File: src/rtl/pwm_ramp_ctrl_pkg.sv
// Shared types and helpers for the PWM setpoint ramp sequencer.
// The setpoint is one direction bit above a 7-bit magnitude.
package pwm_ctrl_pkg;

  localparam int DIR_BIT = 7;
  localparam int MAG_W   = 7;

  typedef enum logic [2:0] {
    IDLE  = 3'd0,
    RAMP  = 3'd1,
    BRAKE = 3'd2,
    DWELL = 3'd3,
    ESTOP = 3'd4
  } state_e;

  typedef struct packed {
    logic             dir;
    logic [MAG_W-1:0] mag;
  } setpt_t;

  localparam logic [MAG_W-1:0] MAG_ZERO = {MAG_W{1'b0}};

  // Move mag toward goal by at most step. The arithmetic is 8 bits wide, so
  // the result can neither overshoot the goal nor wrap.
  function automatic logic [MAG_W-1:0] step_toward(input logic [MAG_W-1:0] mag,
                                                   input logic [MAG_W-1:0] goal,
                                                   input logic [7:0]       step);
    logic [7:0] m8;
    logic [7:0] g8;
    logic [7:0] diff;
    logic [7:0] res;
    m8 = {1'b0, mag};
    g8 = {1'b0, goal};
    if (g8 > m8) begin
      diff = g8 - m8;
      if (diff > step) diff = step;
      res = m8 + diff;
    end else begin
      diff = m8 - g8;
      if (diff > step) diff = step;
      res = m8 - diff;
    end
    return res[MAG_W-1:0];
  endfunction

endpackage

File: src/rtl/pwm_ramp_ctrl_if.sv
// Command handshake between a setpoint source and pwm_ramp_ctrl.
interface pwm_ramp_ctrl_if;
  logic       cmd_valid;
  logic       cmd_ready;
  logic [7:0] cmd_setpt;

  modport master (output cmd_valid, output cmd_setpt, input cmd_ready);
  modport slave  (input cmd_valid, input cmd_setpt, output cmd_ready);
endinterface

File: src/rtl/pwm_ramp_ctrl_tick_div.sv
// Rising-edge detector on tick_in feeding a clearable modulo-N counter.
// update pulses on the tick rise that wraps the counter.
module pwm_tick_div #(
  parameter int N = 2
) (
  input  logic clk,
  input  logic rst_n,
  input  logic tick_in,
  input  logic en,
  input  logic clr,
  output logic update
);

  localparam int            CW   = (N > 1) ? $clog2(N) : 1;
  localparam logic [CW-1:0] LAST = CW'(N - 1);

  logic          tick_q;
  logic          tick_rise;
  logic [CW-1:0] cnt_q;
  logic [CW-1:0] cnt_d;

  assign tick_rise = tick_in & ~tick_q;
  assign update    = en & tick_rise & (cnt_q == LAST);

  // Clear has priority over counting.
  always_comb begin
    cnt_d = cnt_q;
    if (clr) begin
      cnt_d = {CW{1'b0}};
    end else if (en && tick_rise) begin
      cnt_d = (cnt_q == LAST) ? {CW{1'b0}} : cnt_q + CW'(1);
    end else begin
      cnt_d = cnt_q;
    end
  end

  always_ff @(posedge clk or negedge rst_n) begin
    if (!rst_n) begin
      tick_q <= 1'b0;
      cnt_q  <= {CW{1'b0}};
    end else begin
      tick_q <= tick_in;
      cnt_q  <= cnt_d;
    end
  end

endmodule

File: src/rtl/pwm_ramp_ctrl.sv
// Slews the applied PWM setpoint toward a commanded target at a fixed rate.
// A reversal brakes to zero and dwells there before the direction flips; estop forces zero.
module pwm_ramp_ctrl
  import pwm_ctrl_pkg::*;
#(
  parameter int STEP      = 4,
  parameter int RAMP_DIV  = 2,
  parameter int REV_DWELL = 3
) (
  input  logic                  clk_256k,
  input  logic                  rst_n,
  input  logic                  tick_in,
  input  logic                  estop,
  pwm_ramp_ctrl_if.slave        cmd,
  output logic [7:0]            setpt_cnt_out,
  output logic                  busy,
  output logic                  at_target
);

  state_e           state_q, state_d;
  setpt_t           out_q, out_d;
  setpt_t           tgt_q, tgt_d;
  logic             busy_q, busy_d;
  logic             at_target_q, at_target_d;
  logic             dirs_differ;
  logic [MAG_W-1:0] goal;
  logic [MAG_W-1:0] new_mag;
  logic             ramp_en, ramp_clr, ramp_upd;
  logic             dwell_en, dwell_clr, dwell_upd;

  assign cmd.cmd_ready = ~estop;

  assign ramp_en   = (state_q == RAMP) || (state_q == BRAKE);
  assign ramp_clr  = (state_d != RAMP) && (state_d != BRAKE);
  assign dwell_en  = (state_q == DWELL);
  assign dwell_clr = (state_d != DWELL);

  pwm_tick_div #(.N(RAMP_DIV)) u_ramp_div (
    .clk     (clk_256k),
    .rst_n   (rst_n),
    .tick_in (tick_in),
    .en      (ramp_en),
    .clr     (ramp_clr),
    .update  (ramp_upd)
  );

  pwm_tick_div #(.N(REV_DWELL)) u_dwell_div (
    .clk     (clk_256k),
    .rst_n   (rst_n),
    .tick_in (tick_in),
    .en      (dwell_en),
    .clr     (dwell_clr),
    .update  (dwell_upd)
  );

  // While directions disagree the goal is zero, so RAMP and BRAKE share one
  // datapath. The decision uses the registered target, which means a command
  // on an update edge only takes effect from the next update.
  always_comb begin
    state_d     = state_q;
    out_d       = out_q;
    tgt_d       = tgt_q;
    dirs_differ = (tgt_q.dir != out_q.dir);
    goal        = dirs_differ ? MAG_ZERO : tgt_q.mag;
    new_mag     = ramp_upd ? step_toward(out_q.mag, goal, 8'(STEP)) : out_q.mag;

    if (estop) begin
      state_d   = ESTOP;
      out_d.mag = MAG_ZERO;
      tgt_d.dir = out_q.dir;
      tgt_d.mag = MAG_ZERO;
    end else begin
      if (cmd.cmd_valid) begin
        tgt_d = setpt_t'(cmd.cmd_setpt);
      end else begin
        tgt_d = tgt_q;
      end
      case (state_q)
        IDLE: begin
          if (dirs_differ) begin
            state_d = (out_q.mag != MAG_ZERO) ? BRAKE : DWELL;
          end else if (tgt_q.mag != out_q.mag) begin
            state_d = RAMP;
          end else begin
            state_d = IDLE;
          end
        end
        RAMP, BRAKE: begin
          out_d.mag = new_mag;
          if (dirs_differ) begin
            state_d = (new_mag == MAG_ZERO) ? DWELL : BRAKE;
          end else if (new_mag == tgt_q.mag) begin
            state_d = IDLE;
          end else begin
            state_d = RAMP;
          end
        end
        DWELL: begin
          // The dwell runs to completion even if the target direction reverts.
          if (dwell_upd) begin
            out_d.dir = tgt_q.dir;
            state_d   = (tgt_q.mag == MAG_ZERO) ? IDLE : RAMP;
          end else begin
            state_d = DWELL;
          end
        end
        ESTOP:   state_d = IDLE;
        default: state_d = IDLE;
      endcase
    end

    busy_d      = (state_d == RAMP) || (state_d == BRAKE) || (state_d == DWELL);
    at_target_d = (state_d == IDLE) && (out_d == tgt_d);
  end

  // State and output registers.
  always_ff @(posedge clk_256k or negedge rst_n) begin
    if (!rst_n) begin
      state_q     <= IDLE;
      out_q       <= setpt_t'(8'h00);
      tgt_q       <= setpt_t'(8'h00);
      busy_q      <= 1'b0;
      at_target_q <= 1'b1;
    end else begin
      state_q     <= state_d;
      out_q       <= out_d;
      tgt_q       <= tgt_d;
      busy_q      <= busy_d;
      at_target_q <= at_target_d;
    end
  end

  assign setpt_cnt_out = out_q;
  assign busy          = busy_q;
  assign at_target     = at_target_q;

endmodule

File: src/flat_wrapper.sv
// flat-port wrapper written by rule: the top's interface ports become plain ports
module pwm_ramp_ctrl_flat import pwm_ctrl_pkg::*;
#(
  parameter int STEP      = 4,
  parameter int RAMP_DIV  = 2,
  parameter int REV_DWELL = 3
)
  (clk_256k, rst_n, tick_in, estop, setpt_cnt_out, busy, at_target, cmd_cmd_valid, cmd_cmd_setpt, cmd_cmd_ready);
  pwm_ramp_ctrl_if cmd_i ();
  input  logic clk_256k;
  input  logic rst_n;
  input  logic tick_in;
  input  logic estop;
  output logic [7:0] setpt_cnt_out;
  output logic busy;
  output logic at_target;
  input wire logic [$bits(cmd_i.cmd_valid)-1:0] cmd_cmd_valid;
  input wire logic [$bits(cmd_i.cmd_setpt)-1:0] cmd_cmd_setpt;
  output wire logic [$bits(cmd_i.cmd_ready)-1:0] cmd_cmd_ready;
  assign cmd_i.cmd_valid = cmd_cmd_valid;
  assign cmd_i.cmd_setpt = cmd_cmd_setpt;
  assign cmd_cmd_ready = cmd_i.cmd_ready;
  pwm_ramp_ctrl #(.STEP(STEP), .RAMP_DIV(RAMP_DIV), .REV_DWELL(REV_DWELL)) u_core (.clk_256k(clk_256k), .rst_n(rst_n), .tick_in(tick_in), .estop(estop), .cmd(cmd_i), .setpt_cnt_out(setpt_cnt_out), .busy(busy), .at_target(at_target));
endmodule
File: config.mk
export PLATFORM = sky130hd
export DESIGN_NAME = pwm_ramp_ctrl_flat
export DESIGN_NICKNAME = d
export VERILOG_FILES = /design/src/rtl/pwm_ramp_ctrl_pkg.sv /design/src/rtl/pwm_ramp_ctrl_if.sv /design/src/rtl/pwm_ramp_ctrl_tick_div.sv /design/src/rtl/pwm_ramp_ctrl.sv /design/src/flat_wrapper.sv
export SDC_FILE = /design/constraint.sdc
export NUM_CORES = 1
export LEC_CHECK = 0
export BUFFER_PORTS_ARGS = -buffer_cell sky130_fd_sc_hd__buf_2
export CAP_MARGIN = 30
export CORE_MARGIN = 2
export CORE_UTILIZATION = 62
export CTS_BUF_LIST = sky130_fd_sc_hd__clkbuf_8
export CTS_CLUSTER_SIZE = 20
export DETAILED_ROUTE_END_ITERATION = 7
export PLACE_DENSITY_LB_ADDON = 0.2
export SETUP_SLACK_MARGIN = 0.02
export SLEW_MARGIN = 10
export SYNTH_ARGS = -nofsm -noshare
export SYNTH_HDL_FRONTEND = slang
export SYNTH_SLANG_ARGS = --single-unit
File: constraint.sdc
create_clock -name clk_256k -period 8.25 [get_ports clk_256k]
set_input_delay 1.2375 -clock clk_256k [delete_from_list [all_inputs] [get_ports clk_256k]]
set_output_delay 1.2375 -clock clk_256k [all_outputs]
set_load 0.01 [all_outputs]
==> out/results.ini <==
[outcome]
outcome = completed

[critical_path]
path_cells = xnor2_1 -> nand2_1 -> fa_1 -> nand2b_1 -> a21o_1 -> a2bb2oi_1 -> nand3b_1 -> nor3b_1 -> nand2_1 -> ha_1 -> and2_0 -> nor3b_1 -> nand2b_1 -> ha_1 -> inv_1 -> a2111oi_0 -> a211oi_1 -> mux2i_1 -> or4_1 -> o31a_1 -> or3_1 -> a211o_4 -> nor4_4
criticalPathCategory = reg2reg
r2r_setup_slack_ps = 1420
cp_slowest_stage_delay_ps = 670
r2r-end = u_core.at_target
cp_max_fo = 9
critical_path_required_ps = 8430
cp-end-kind = flip-flop
r2r_start = u_core.setpt_cnt_out[7]
ff2ff_path_depth = 23
critical_path.slowest_cell = xnor2_1
crit_arrival_ps = 7010
cp-start-kind = flip-flop
crit_buf_inv = 1
path_delay_family = simple AND/OR/NAND/NOR gates

[min_path]
hold_depth = 3
hold_end = u_core.u_dwell_div.cnt_q[1]
hp-class = reg2reg
worst_hold_startpoint = u_core.u_dwell_div.cnt_q[1]

[clock_tree]
cts_setup_buffers = 0
htree_levels = 1
numClockSinks = 25
cts_buffer_depth = 2
hold_buffers = 0
clk-insertion-delay-late_ps = 270
cts.repair.resized = 0
cts-root-buf = clkbuf_8
cts_tree = yes
numCtsBuffers = 3
clk_pin_slew_worst_paths_ps = 80

[detailed_routing]
wl_mm = 6.449
drc_errors = 0
vias_per_cell = 6.140
avgRoutedWirePerCell_um = 16.16
drtPass1Iterations = 4
drtIter0Drc = 201
num_vias = 2450
route.antenna.remaining_nets = 0

[synth]
synth_commonest_cells = nor2_1 (35), nand2_1 (33), dfrtp_1 (24)
syn_area_um2 = 2709
synthArstFlopShare = 1.000
syn_inst = 326
synthFlopType = dfrtp_1
yosysSeqAreaShare = 0.2314
synthMuxAreaShare = 0.07575
synth-seq-cells = 25
synth_enable_flop_cells = 0
synth_top_cell_by_area = dfrtp_1
synth_xor_area_frac = 0.09330
synth-compound-area-share = 0.1681
synth_simple_gate_area_share = 0.2600
synth_top_cell_area_share = 0.2217
yosys-top-cells-area = dfrtp_1 (22%), ha_1 (11%), mux2i_1 (5.9%), nor2_1 (4.8%), nand2_1 (4.6%)
synth_top_family_by_area = simple AND/OR/NAND/NOR gates
syn_avg_cell_area_um2 = 8.309
synth_cell_types = 60
synth_fa_ha_area_frac = 0.1284
synth_nets = 365
yosysWarnings = 0
synth_most_common_cell = nor2_1

[sta]
hold_ws_ps = 661.4
finalMaxSlewViolations = 0
max_slew_margin = 0.4680
finalHoldViolations = 0
fin_crit_sh = 0.8278
post-route-min-period_ps = 6829
fin_worst_skew_ps = 1.755
fin_tns_setup_ps = 0
worst_pin_slew_ps = 792.4
worst_slack_ps = 1421
finalSetupViolCount = 0
max_freq_mhz = 146.4
rsz0062_at_grt = false

[global_routing]
overflow = 0
antenna_found_initial = 0
track_usage = 0.2818
grt_pass1_wl_mm = 11.17
grt_max_degree = 26
grt_pass1_vias = 2371
grt.met1_usage = 0.3878
grt-busiest-layer = met2
grt_use_met3 = 0.01443
grtUsageMet2 = 0.4783

[power]
p_total_uw = 329.2
powerDensity_nw_per_um2 = 113.0
power.leakage_nw = 1.393
peakVddDrop_mv = 0.1148

[cells_and_area]
layout-drive-gt1-share = 0.1239
diodes = 0
finish.utilization = 0.6786
syn2layout_area_growth_pct = 7.575
finalNonFillerCells = 399
nFillCells = 385
design_area_um2 = 2914
final_nets = 387

[floorplan]
row_count = 24
die_h_um = 70.10
core_um2 = 4294
die-area_um2 = 4914
start_util = 0.6308
die_x_um = 70.10
ios = 24

[place]
dpl.hpwl_mm = 5.080
dpl_cell_area_um2 = 2868
pre_cts_slack_ps = 1542
dpl.cell_count = 395
place_congestion = 0.9554
io_buffers = 23

[run]
drv_cap = 0

sequential cells by signal, indices dropped and copies added, names as in the netlist:
register and cells:
u_core.u_ramp_div.tick_q 1, u_core.busy 1, u_core.tgt_q 8, u_core.setpt_cnt_out 8, u_core.u_dwell_div.cnt_q 2, u_core.state_q 3
u_core.u_ramp_div.cnt_q 1, u_core.at_target 1
worst register-to-register path, cell delays in order, from the launching register on:
cell       delay (ps)
dfrtp_1           440
xnor2_1           670
nand2_1           330
fa_1              500
nand2b_1          180
a21o_1            200
a2bb2oi_1         160
nand3b_1          160
nor3b_1           540
nand2_1           120
ha_1              240
and2_0            170
nor3b_1           180
nand2b_1          150
ha_1              360
inv_1              50
a2111oi_0         370
a211oi_1          140
mux2i_1           140
or4_1             400
o31a_1            250
or3_1             380
a211o_4           320
nor4_4            300
how the worst max path moves through the flow:
stage               slack (ps)  depth (start not counted)                to                     from
finish                    1420                         23  u_core.at_target  u_core.setpt_cnt_out[7]
floorplan                 2130                         24       u_core.busy  u_core.setpt_cnt_out[7]
global placement          1790                         24       u_core.busy  u_core.setpt_cnt_out[7]
CTS                       1460                         23  u_core.at_target  u_core.setpt_cnt_out[7]
detailed placement        1540                         23  u_core.at_target  u_core.setpt_cnt_out[7]
global route               720                         23  u_core.at_target  u_core.setpt_cnt_out[7]
area by class of cell:
cell class | instances | area, µm² | area share
multi-input combinational | 272 | 1967 | 0.6750
inverter | 21 | 78.83 | 0.02705
clock buffer | 3 | 41.29 | 0.01417
sequential | 25 | 626.9 | 0.2151
tap | 52 | 65.06 | 0.02233
clock inverter | 1 | 5.005 | 0.001717
timing repair buffer | 25 | 130.1 | 0.04465
routing by layer:
metal,up-vias,part of all wire,wire [µm]
li1,1205,-,-
met1,1154,0.43,2804
met2,79,0.50,3244
met3,12,0.045,288
met4,0,0.017,112
met5,-,0,0
power breakdown:
part | total, mW | switching (mW) | internal, mW
clock network | 0.0709 | 0.0371 | 0.0338
logic | 0.124 | 0.0706 | 0.0534
registers | 0.134 | 0.00720 | 0.127
total | 0.329 | 0.115 | 0.214
kinds of logic (layout without fill, tap and decap cells):
logic type / count (synthesis) / count (layout)
simple gates: 136 / 136
flops: 25 / 25
fa+ha+maj: 26 / 26
xor+xnor: 28 / 28
mux: 20 / 20
buf+inv: 29 / 50
compound gates: 62 / 62
cells in the final DEF, fill, tap and decap left out, drive strengths merged, types with 4 or more instances in the layout:
master / n
nor2: 35
nand2: 33
buf: 25
dfrtp: 24
ha: 23
inv: 21
a21oi: 16
mux2i: 16
xnor2: 14
xor2: 14
o21ai: 10
nand2b: 9
nand3: 9
nor3: 7
nor2b: 7
nor3b: 6
nor4: 6
and3: 5
a2111oi: 5
nand4: 4
mux2: 4
or2: 4
Note: power is estimated with default switching activity, not from simulation.
